**src/rtl/bcd_pkg.sv**
```systemverilog
// Shared types and constants for the sequential binary-to-BCD converter.
package bcd_pkg;

   typedef enum logic [1:0] {
      IDLE  = 2'd0,
      SHIFT = 2'd1,
      DONE  = 2'd2
   } state_e;

   localparam logic [3:0] BCD_BLANK   = 4'hF;
   localparam logic [3:0] BCD_NINE    = 4'h9;
   localparam logic [3:0] ADD3_THRESH = 4'd5;

endpackage

```
**src/rtl/bcd_add3.sv**
```systemverilog
// Single-digit add-3 correction used before each double-dabble shift.
module bcd_add3
   import bcd_pkg::*;
(
   input  logic [3:0] d_in,
   output logic [3:0] d_out
);

   // Digits 5..9 would become 10..18 after doubling; pre-adding 3 makes the shift carry correctly.
   always_comb begin
      d_out = d_in;
      if (d_in >= ADD3_THRESH) begin
         d_out = d_in + 4'd3;
      end
   end

endmodule

```
**src/rtl/bin2bcd_seq.sv**
```systemverilog
// Sequential binary-to-BCD converter, one input bit per clock, feeding 7-segment digit decoders.
//
// state | meaning
// IDLE  | waiting for start; bin is captured on the accepting edge
// SHIFT | add-3 then shift one bit per cycle, BIN_W cycles
// DONE  | one-cycle done pulse; bcd/ovf were loaded on the edge that entered here
module bin2bcd_seq
   import bcd_pkg::*;
#(
   parameter int BIN_W    = 8,
   parameter int DIGITS   = 3,
   parameter int BLANK_LZ = 1
) (
   input  logic                  clk,
   input  logic                  rst_n,
   input  logic                  start,
   input  logic [BIN_W-1:0]      bin,
   output logic                  busy,
   output logic                  done,
   output logic [4*DIGITS-1:0]   bcd,
   output logic                  ovf
);

   localparam int ACC_W = 4 * DIGITS;
   localparam int CNT_W = $clog2(BIN_W + 1);

   state_e             state_q, state_d;
   logic [BIN_W-1:0]   shreg_q, shreg_d;
   logic [ACC_W-1:0]   acc_q, acc_d;
   logic [CNT_W-1:0]   cnt_q, cnt_d;
   logic               ovf_st_q, ovf_st_d;
   logic [ACC_W-1:0]   bcd_q, bcd_d;
   logic               ovf_q, ovf_d;

   logic [ACC_W-1:0]   acc_adj;
   logic [ACC_W-1:0]   acc_shift;
   logic [BIN_W-1:0]   shreg_shift;
   logic               ovf_next;
   logic [ACC_W-1:0]   fmt;

   genvar g;
   generate
      for (g = 0; g < DIGITS; g++) begin : g_add3
         bcd_add3 u_add3 (
            .d_in  (acc_q[4*g +: 4]),
            .d_out (acc_adj[4*g +: 4])
         );
      end
   endgenerate

   // One double-dabble step: corrected accumulator and shift register move left together;
   // whatever leaves the top digit means the value no longer fits in DIGITS digits.
   always_comb begin
      acc_shift   = {acc_adj[ACC_W-2:0], shreg_q[BIN_W-1]};
      shreg_shift = shreg_q << 1;
      ovf_next    = ovf_st_q | acc_adj[ACC_W-1];
   end

   // Display formatting of the final step: saturate to all nines on overflow, otherwise blank leading zeros.
   always_comb begin
      logic lead;
      fmt  = acc_shift;
      lead = 1'b1;
      if (ovf_next) begin
         fmt = {DIGITS{BCD_NINE}};
      end else if (BLANK_LZ != 0) begin
         for (int k = DIGITS - 1; k >= 1; k--) begin
            if (lead && (fmt[4*k +: 4] == 4'h0)) begin
               fmt[4*k +: 4] = BCD_BLANK;
            end else begin
               lead = 1'b0;
            end
         end
      end
   end

   // Next-state and datapath control.
   always_comb begin
      state_d  = state_q;
      shreg_d  = shreg_q;
      acc_d    = acc_q;
      cnt_d    = cnt_q;
      ovf_st_d = ovf_st_q;
      bcd_d    = bcd_q;
      ovf_d    = ovf_q;
      case (state_q)
         IDLE: begin
            if (start) begin
               state_d  = SHIFT;
               shreg_d  = bin;
               acc_d    = '0;
               ovf_st_d = 1'b0;
               cnt_d    = CNT_W'(BIN_W - 1);
            end
         end
         SHIFT: begin
            acc_d    = acc_shift;
            shreg_d  = shreg_shift;
            ovf_st_d = ovf_next;
            if (cnt_q == '0) begin
               state_d = DONE;
               bcd_d   = fmt;
               ovf_d   = ovf_next;
            end else begin
               cnt_d = cnt_q - CNT_W'(1);
            end
         end
         DONE: begin
            state_d = IDLE;
         end
         default: begin
            state_d = IDLE;
         end
      endcase
   end

   // State and datapath registers; reset aborts any conversion in flight.
   always_ff @(posedge clk or negedge rst_n) begin
      if (!rst_n) begin
         state_q  <= IDLE;
         shreg_q  <= '0;
         acc_q    <= '0;
         cnt_q    <= '0;
         ovf_st_q <= 1'b0;
         bcd_q    <= '0;
         ovf_q    <= 1'b0;
      end else begin
         state_q  <= state_d;
         shreg_q  <= shreg_d;
         acc_q    <= acc_d;
         cnt_q    <= cnt_d;
         ovf_st_q <= ovf_st_d;
         bcd_q    <= bcd_d;
         ovf_q    <= ovf_d;
      end
   end

   assign busy = (state_q == SHIFT);
   assign done = (state_q == DONE);
   assign bcd  = bcd_q;
   assign ovf  = ovf_q;

endmodule

```
**config.mk**
```make
export PLATFORM = sky130hd
export DESIGN_NAME = bin2bcd_seq
export DESIGN_NICKNAME = d
export VERILOG_FILES = /design/src/rtl/bcd_pkg.sv /design/src/rtl/bcd_add3.sv /design/src/rtl/bin2bcd_seq.sv
export SDC_FILE = /design/constraint.sdc
export NUM_CORES = 1
export LEC_CHECK = 0
export CAP_MARGIN = 0
export CORE_UTILIZATION = 45
export CTS_CLUSTER_DIAMETER = 50
export DETAILED_ROUTE_END_ITERATION = 12
export PLACE_DENSITY_LB_ADDON = 0.15
export SLEW_MARGIN = 20
export SYNTH_ARGS = -nofsm -noshare
export SYNTH_HDL_FRONTEND = slang
export SYNTH_HIERARCHICAL = 1
export SYNTH_SLANG_ARGS = --single-unit
```
**constraint.sdc**
```tcl
create_clock -name clk -period 2.2 [get_ports clk]
set_input_delay 0.44 -clock clk [delete_from_list [all_inputs] [get_ports clk]]
set_output_delay 0.44 -clock clk [all_outputs]
set_load 0.01 [all_outputs]
```
# Yosys cells after proc, flatten, opt, wreduce, memory -nomap -nowiden
# Cells that the tools add are included.
dict set report op_classes {
  n_addsub 4
  n_lt_le_gt_ge 3
  eq_ne 5
  muxes 21
  bitwise_logic 1
  reduce_logical 10
}
# op n
set ops {}
lappend ops {{$mux W4} 8}
lappend ops {{$pmux W12 S2} 1}
lappend ops {{$mux W8} 2}
lappend ops {{$pmux W8 S2} 1}
lappend ops {{$add A4 B2 Y4 const B} 3}
lappend ops {{$ge A4 B3 Y1 const B} 3}
lappend ops {{$logic_not A4 Y1} 3}
lappend ops {{$mux W12} 1}
lappend ops {{$pmux W4 S2} 1}
lappend ops {{$reduce_and A2 Y1} 3}
lappend ops {{$mux W2} 2}
lappend ops {{$ne A2 B2 Y1 const B} 2}
lappend ops {{$pmux W2 S2} 1}
lappend ops {{$sub A4 B1 Y4 const B} 1}
lappend ops {{$mux W1} 3}
lappend ops {{$reduce_and A3 Y1} 1}
lappend ops {{$eq A2 B1 Y1 const B} 1}
lappend ops {{$eq A2 B2 Y1 const B} 1}
lappend ops {{$logic_not A2 Y1} 1}
lappend ops {{$ne A2 B1 Y1 const B} 1}
lappend ops {{$pmux W1 S2} 1}
lappend ops {{$reduce_bool A2 Y1} 1}
lappend ops {{$logic_and A1 B1 Y1} 1}
lappend ops {{$or A1 B1 Y1} 1}
dict set report word_totals {
  register_bits 40
  inputBits 11
  out_inout_bits 15
  word_cells 51
}

# Longest topological paths before layout
# Gate-level depths: netlist (run 1).
dict set report logic_depth {
  ltp_word 8
  mapped_depth 8
  mapped_depth_nobuf 8
}

# Hierarchy
# The synthesis (run 1) kept the hierarchy.
# module instances cells_per_inst area_per_inst_um2 seq_area_each_um2
set by_module_without_submodules {}
lappend by_module_without_submodules {bin2bcd_seq 1 159 1746.7 1001.0}
lappend by_module_without_submodules {bcd_add3 3 16 101.3 0.0}

# Worst setup path before layout (run 1)
# OpenSTA, ideal clock, no wires.
dict set report synth_timing {
  path_kind {register to register}
  startpoint {reg acc_q[8]}
  endpoint {reg bcd_q[4], in the netlist bcd[4]}
  setup_time_ps 82
  arrival_time_ps 1743
  required_ps 2118
  path_slack_ps 375
  path_stages_with_launch 8
  n_path_buf 0
  period_less_slack_ps 1825
  cell_sequence {dfrtp_1 -> ha_1 -> nand2b_1 -> a21oi_2 -> xnor2_1 -> nor4_4 -> a21oi_1 -> a31oi_1}
}
dict set report synth_via {
  elab_chain_len 8
  elab_cells_between_ends 10
  cone_classes {1 x add/sub; 1 x order compare; 5 x mux; 1 x bitwise; 2 x reduce/logical}
}
# item line
set synth_lines {}
lappend synth_lines {{start: declaration} bin2bcd_seq.sv:29} ;# logic [ACC_W-1:0] acc_q, acc_d;
lappend synth_lines {{start signal: assignment} bin2bcd_seq.sv:122} ;# acc_q <= '0;
lappend synth_lines {{start signal: assignment} bin2bcd_seq.sv:130} ;# acc_q <= acc_d;
lappend synth_lines {{$add A4 B2 Y4 / $ge A4 B3 Y1 (equally long branches)} {bcd_add3.sv:13, bcd_add3.sv:12}}
lappend synth_lines {{$mux W4 (*)} bcd_add3.sv:12} ;# if (d_in >= ADD3_THRESH) begin
lappend synth_lines {{net acc_adj[8]} bin2bcd_seq.sv:35} ;# logic [ACC_W-1:0] acc_adj;
lappend synth_lines {{$logic_not A4 Y1 (*)} bin2bcd_seq.sv:68} ;# if (lead && (fmt[4*k +: 4] == 4'h0)) begin
lappend synth_lines {{$mux W1 (*)} bin2bcd_seq.sv:68}
lappend synth_lines {{$mux W1 (*)} bin2bcd_seq.sv:64} ;# if (ovf_next) begin
lappend synth_lines {{$logic_and A1 B1 Y1 (*)} bin2bcd_seq.sv:68}
lappend synth_lines {{$mux W4 (*)} bin2bcd_seq.sv:68}
lappend synth_lines {{$mux W8 (*)} bin2bcd_seq.sv:64}
lappend synth_lines {{end signal: assignment} bin2bcd_seq.sv:125} ;# bcd_q <= '0;
lappend synth_lines {{end signal: assignment} bin2bcd_seq.sv:133} ;# bcd_q <= bcd_d;
lappend synth_lines {{end: declaration} bin2bcd_seq.sv:32} ;# logic [ACC_W-1:0] bcd_q, bcd_d;
# The timed path passes the listed nets; every way through them passes the cells marked *. The select of a mux whose other input is x is not followed.
# A chain may end at the register's enable or synchronous reset.

# Worst setup path in the final report (run 1)
dict set report layout_timing {
  startpoint {reg acc_q[9]}
  endpoint {reg bcd_q[5], in the netlist bcd[5]}
}
# Same word-level chain as after synthesis.

==> summary.txt, run 1 <==
Final wirelength = 4329 microns
TritonCTS clock tree = done
Hold_buf cts = 0
Post-route antenna net violation count = 0
Vias per cell = 5.371
Boundary Pins = 26
Register area = 1001 sq um
DIE HEIGHT = 69.51 microns
WP data required = 2.43 ns
All-Layer GR Usage = 0.1998
Largest family of logic cells by synthesized area = compound AO/OA/AOI/OAI gates
Congestion Overflow GR = 0
Final setup TNS = 0 ns
CP Class = reg -> reg
Drt wl/cell = 14.72 microns
Max Buffers Root-to-Sink = 2
Drt drc = 0
Post-layout nets = 259
CP max FO = 5
Startpoint types = register
Netlist Area Pre-Place = 2051 sq um
Worst hold path class = in -> async
CTS sink count = 40
GP Congestion = 0.7640
Total number of yosys warnings = 6
Port bufs = 25
Synth-to-Final Area Change = 22.21%
Most frequent cells in the layout = 40 x dfrtp_1, 24 x nand2_1, 24 x clkdlybuf4s50_1
Layout Skew = 0.01048 ns
Synth Area in Compound Gates = 0.1983
Fmax = 472.3 MHz
Worst r2r src = acc_q[9]$_DFFE_PN0P_
Inserted Diodes = 0
Core Area = 4354 sq um
Reg2Reg Depth = 11
Leakage power = 1.140 nW
CTS buffer count = 5
Xor and xnor fraction of the mapped netlist area = 0.01281
CTS root buf = clkbuf_8
Die area = 4831 sq um
Synth Area in Adders = 0.04271
Fin crit share = 0.9625
Fillers = 390
Mux cell area share after synthesis = 0.05857
Worst VDD drop = 689.3 uV
Crit end category = register
Max-cap viol count = 0
Area of the multi-input gates = 939.7 sq um
Max_slew headroom = 0.6623
Antenna violations before repair = 0
Simple-Gate Fraction of Synth Area = 0.1391
Endpoints failing hold = 0
Worst-Margin Slew = 0.5065 ns
Synth Instances = 207
Most common cell after layout, fill and taps aside = dfrtp_1
Syn_nets = 225
Reg clk slew, reported paths = 0.08 ns
Netlist cell types = 34
Sequential share of the synthesized area = 0.4881
R2R setup slack = 0.08 ns
Router iterations before antenna repair = 4
Pin count of the biggest net entering global routing = 41
Starting Density = 0.4710
Count of state elements after synthesis = 40
Max Slew Vio Count = 0
Row count = 24
First-pass GRT wire length = 7631 microns
Final Critical Period = 2.117 ns
Vias in the first global route = 1544
Later-pin clock latency in the skew report = 0.30 ns
CP arrival = 2.35 ns
# setup viols final = 0
Reg2reg end = bcd[5]$_DFFE_PN0P_
Core Util, Final = 0.5756
Dpl hpwl = 2964 microns
DR vias = 1579
Chip width = 69.51 microns
CTS H-tree depth = 2
PwrDens = 1580 nW/um^2
Syn Area/Cell = 9.907 sq um
Status = finished, final reports clean
Layout cell share with drive strength beyond 1 = 0.1281
DRC marker count from the first detailed-route iteration = 107
-- routing by layer --
layer	GRT usage	routed length, microns	vias up
li1	-	-	789
met1	0.3004	2208	751
met2	0.2945	1946	33
met3	0.03488	120	6
met4	0.06122	53	0
met5	0	0	-
-- cell usage after synthesis (all sizes together) --
cell type,instances,area [sq um]
dfrtp,40,1001
mux2i,12,120.1
nand2b,10,62.56
nor3,2,10.01
nand3,1,5.000
a21oi,19,106.4
nand4b,1,8.760
inv,18,67.56
o21ai,22,110.1
a31oi,2,12.51
nor2,8,30.03
nand4,2,12.51
nand2,25,96.35
o31a,1,8.760
nor3b,1,18.77
o2bb2ai,2,17.52
nor4,2,27.53
a22oi,2,15.01
or2,1,6.260
o21bai,1,7.510
ha,7,87.58
o21a,1,7.510
o2111ai,2,17.52
buf,9,56.30
a22o,11,96.34
o31ai,1,7.510
xnor2,3,26.28
or4,1,7.510
-- kinds of logic after synthesis --
kind of cell / after synthesis
DFF: 40
buffers and inverters: 27
adders and majority gates: 7
xor gates and xnor gates: 3
AOI/OAI and AO/OA: 64
and+or+nand+nor: 54
muxes: 12
-- power breakdown --
group	total [mW]	internal [mW]	switching (mW)
Sequential	1.33	1.06	0.275
Combinational	2.13	1.02	1.11
Clock	0.502	0.250	0.251
Total	3.96	2.32	1.64
-- critical path: stages (launching register included) --
cell and delay [ns]:
dfrtp_1 0.40, inv_1 0.11, ha_1 0.22, nand2b_1 0.10
a21oi_2 0.20, mux2i_1 0.10, buf_4 0.16, nor4_4 0.29
buf_4 0.19, buf_4 0.10, a21oi_1 0.05, o2bb2ai_1 0.12
-- stage by stage --
| stage | std cells | instance area (sq um) | total power, mW | hold slack [ns] | setup WS [ns] |
|---|---|---|---|---|---|
| detailed placement | 283 | 2381 | 3.358 | 0.4766 | 0.1957 |
| finish | 294 | 2506 | 3.960 | 0.2008 | 0.08250 |
| CTS | 291 | 2474 | 3.880 | 0.2112 | 0.05853 |
| floorplan | 207 | 2051 | 2.702 | 0.1444 | 0.3751 |
| global placement | 283 | 2381 | 3.334 | 0.4691 | 0.2443 |
| global route | 294 | 2506 | 4.315 | 0.2401 | -0.01839 |
-- cell type report --
type | instances | share of cell area
clock inverter | 2 | 0.003994
clock buffer | 6 | 0.03295
sequential | 40 | 0.3994
multi-input combinational | 140 | 0.3749
timing repair buffer | 36 | 0.1358
inverter | 18 | 0.02696
tap | 52 | 0.02596
-- repair_timing --
item                                    in CTS  in global routing
endpoints found under the hold margin        0                  0
setup buffers                                0                  3
endpoints found under the setup margin       0                  3
resized for setup                            0                  3
-- how the worst max path moves through the flow --
stage	end	slack, ns	start	depth (start not counted)
finish	bcd[5]$_DFFE_PN0P_	0.08	acc_q[9]$_DFFE_PN0P_	11
floorplan	bcd[4]$_DFFE_PN0P_	0.38	acc_q[8]$_DFFE_PN0P_	7
global route	bcd[5]$_DFFE_PN0P_	-0.02	acc_q[9]$_DFFE_PN0P_	11
CTS	busy	0.06	state_q[1]$_DFFE_PN0P_	4
detailed placement	bcd[7]$_DFFE_PN0P_	0.20	acc_q[8]$_DFFE_PN0P_	8
global placement	bcd[7]$_DFFE_PN0P_	0.24	acc_q[9]$_DFFE_PN0P_	8
-- state kept, by name, summed over array words and instances, names as in the netlist --
name      cells
bcd          12
ovf_st_q      1
ovf           1
acc_q        12
state_q       2
shreg_q       8
cnt_q         4
Note: power is estimated with default switching activity, not from simulation.
==> inputs of run 2 (changes only) <==
--- a/config.mk
+++ b/config.mk
@@ -6,6 +6,7 @@
 export NUM_CORES = 1
 export LEC_CHECK = 0
 export CAP_MARGIN = 0
+export CORE_MARGIN = 4
 export CORE_UTILIZATION = 45
 export CTS_CLUSTER_DIAMETER = 50
 export DETAILED_ROUTE_END_ITERATION = 12
==> run 2 against run 1 <==
Effect of this change:
- power shrank 3.5%
- via count shrank 2.0%
- critical path depth shrank 7
- fmax grew 5.7%
- flip-flop and latch count is the same
- worst hold slack lost 0.0091 ns
==> summary.txt, run 2 (synthesis gave the netlist of run 1 again) <==
Status = finished, final reports clean
All-Layer GR Usage = 0.1683
Worst hold path class = in -> async
Chip width = 75.51 microns
Post_cts resized = 0
Worst Hold Slack = 0.1917 ns
Congestion Overflow GR = 0
DIE HEIGHT = 75.51 microns
Die area = 5701 sq um
Core Area = 4384 sq um
CP max FO = 5
Fmax = 499.0 MHz
Row count = 24
WP data required = 1.76 ns
# setup viols final = 0
Vias in the first global route = 1463
Vias per cell = 5.298
CTS H-tree depth = 2
CP arrival = 1.56 ns
CP Class = reg -> out
Drt wl/cell = 14.59 microns
PwrDens = 1550 nW/um^2
Fin crit share = 0.9110
Startpoint types = register
Worst r2r src = acc_q[8]$_DFFE_PN0P_
Hold_buf cts = 0
Final wirelength = 4260 microns
CTS sink count = 40
Max-cap viol count = 0
GP Congestion = 0.7722
Reg2Reg Depth = 8
CTS buffer count = 5
Postcts setup bufs = 0
Pin count of the biggest net entering global routing = 41
First-pass GRT wire length = 7155 microns
Final setup TNS = 0 ns
Post-route antenna net violation count = 0
Max_slew headroom = 0.6608
CTS root buf = clkbuf_8
Leakage power = 1.117 nW
Later-pin clock latency in the skew report = 0.29 ns
Starting Density = 0.4678
Antenna violations before repair = 0
Endpoints failing hold = 0
Post-layout nets = 257
Reg clk slew, reported paths = 0.07 ns
Port bufs = 25
Dpl hpwl = 2955 microns
Layout cell share with drive strength beyond 1 = 0.1000
Drt drc = 0
Max Slew Vio Count = 0
R2R setup slack = 0.21 ns
Most common cell after layout, fill and taps aside = dfrtp_1
Max Buffers Root-to-Sink = 2
Inserted Diodes = 0
Reg2reg end = bcd[4]$_DFFE_PN0P_
Synth-to-Final Area Change = 20.26%
DR vias = 1547
Most frequent cells in the layout = 40 x dfrtp_1, 24 x nand2_1, 24 x clkdlybuf4s50_1
Crit end category = output port
RSZ-0062 raised after global routing = false
Final Critical Period = 2.004 ns
Crit path from = state_q[1]$_DFFE_PN0P_
DRC marker count from the first detailed-route iteration = 149
Layout Skew = 0.006594 ns
Worst-Margin Slew = 0.5088 ns
Worst VDD drop = 641.8 uV
TritonCTS clock tree = done
Fillers = 384
Router iterations before antenna repair = 4
Boundary Pins = 26
==> run 2: routing by layer <==
metal	track usage	vias to the layer above	part of all wire
met2	0.2483	29	0.44
met1	0.2462	727	0.51
met5	0	-	0
met4	0.05243	0	0.0092
li1	-	786	-
met3	0.03826	5	0.034
==> run 2: worst max path at each step <==
stage,slack (ns),end,cells past startpoint
final,0.20,busy,4
after global routing,0.01,bcd[4]$_DFFE_PN0P_,8
after CTS,0.19,busy,4
after detailed placement,0.20,bcd[7]$_DFFE_PN0P_,8
after global placement,0.26,bcd[4]$_DFFE_PN0P_,7
after floorplan,0.38,bcd[4]$_DFFE_PN0P_,7
==> run 2: final cells by class <==
class | count | area, sq um | share of cell area
Timing Repair Buffer | 34 | 312.8 | 0.1268
Tap cell | 52 | 65.06 | 0.02638
Inverter | 18 | 67.56 | 0.02740
Multi-Input combinational cell | 140 | 929.6 | 0.3770
Clock buffer | 8 | 90.09 | 0.03653
Sequential cell | 40 | 1001 | 0.4059
==> run 2: report_power, final <==
part           internal, mW  switching (mW)
Combinational         0.940            1.06
Sequential             1.06           0.267
Clock                 0.256           0.239
==> run 2: stage by stage <==
step                worst slack (ns)  cell area (sq um)  instances  utilization  power [mW]
CTS                           0.1902               2466        292       0.5625       3.859
floorplan                     0.3751               2051        207            -       2.702
finish                        0.1958               2466        292       0.5625       3.823
global placement              0.2589               2376        284       0.5420       3.332
global route                 0.01137               2466        292       0.5625       4.156
detailed placement            0.2048               2376        284       0.5420       3.346
==> run 2: worst max-delay path, stage by stage (launching register included) <==
cell	delay, ns
dfrtp_1	0.42
inv_1	0.13
nand2_1	0.12
inv_1	0.09
clkdlybuf4s50_1	0.53
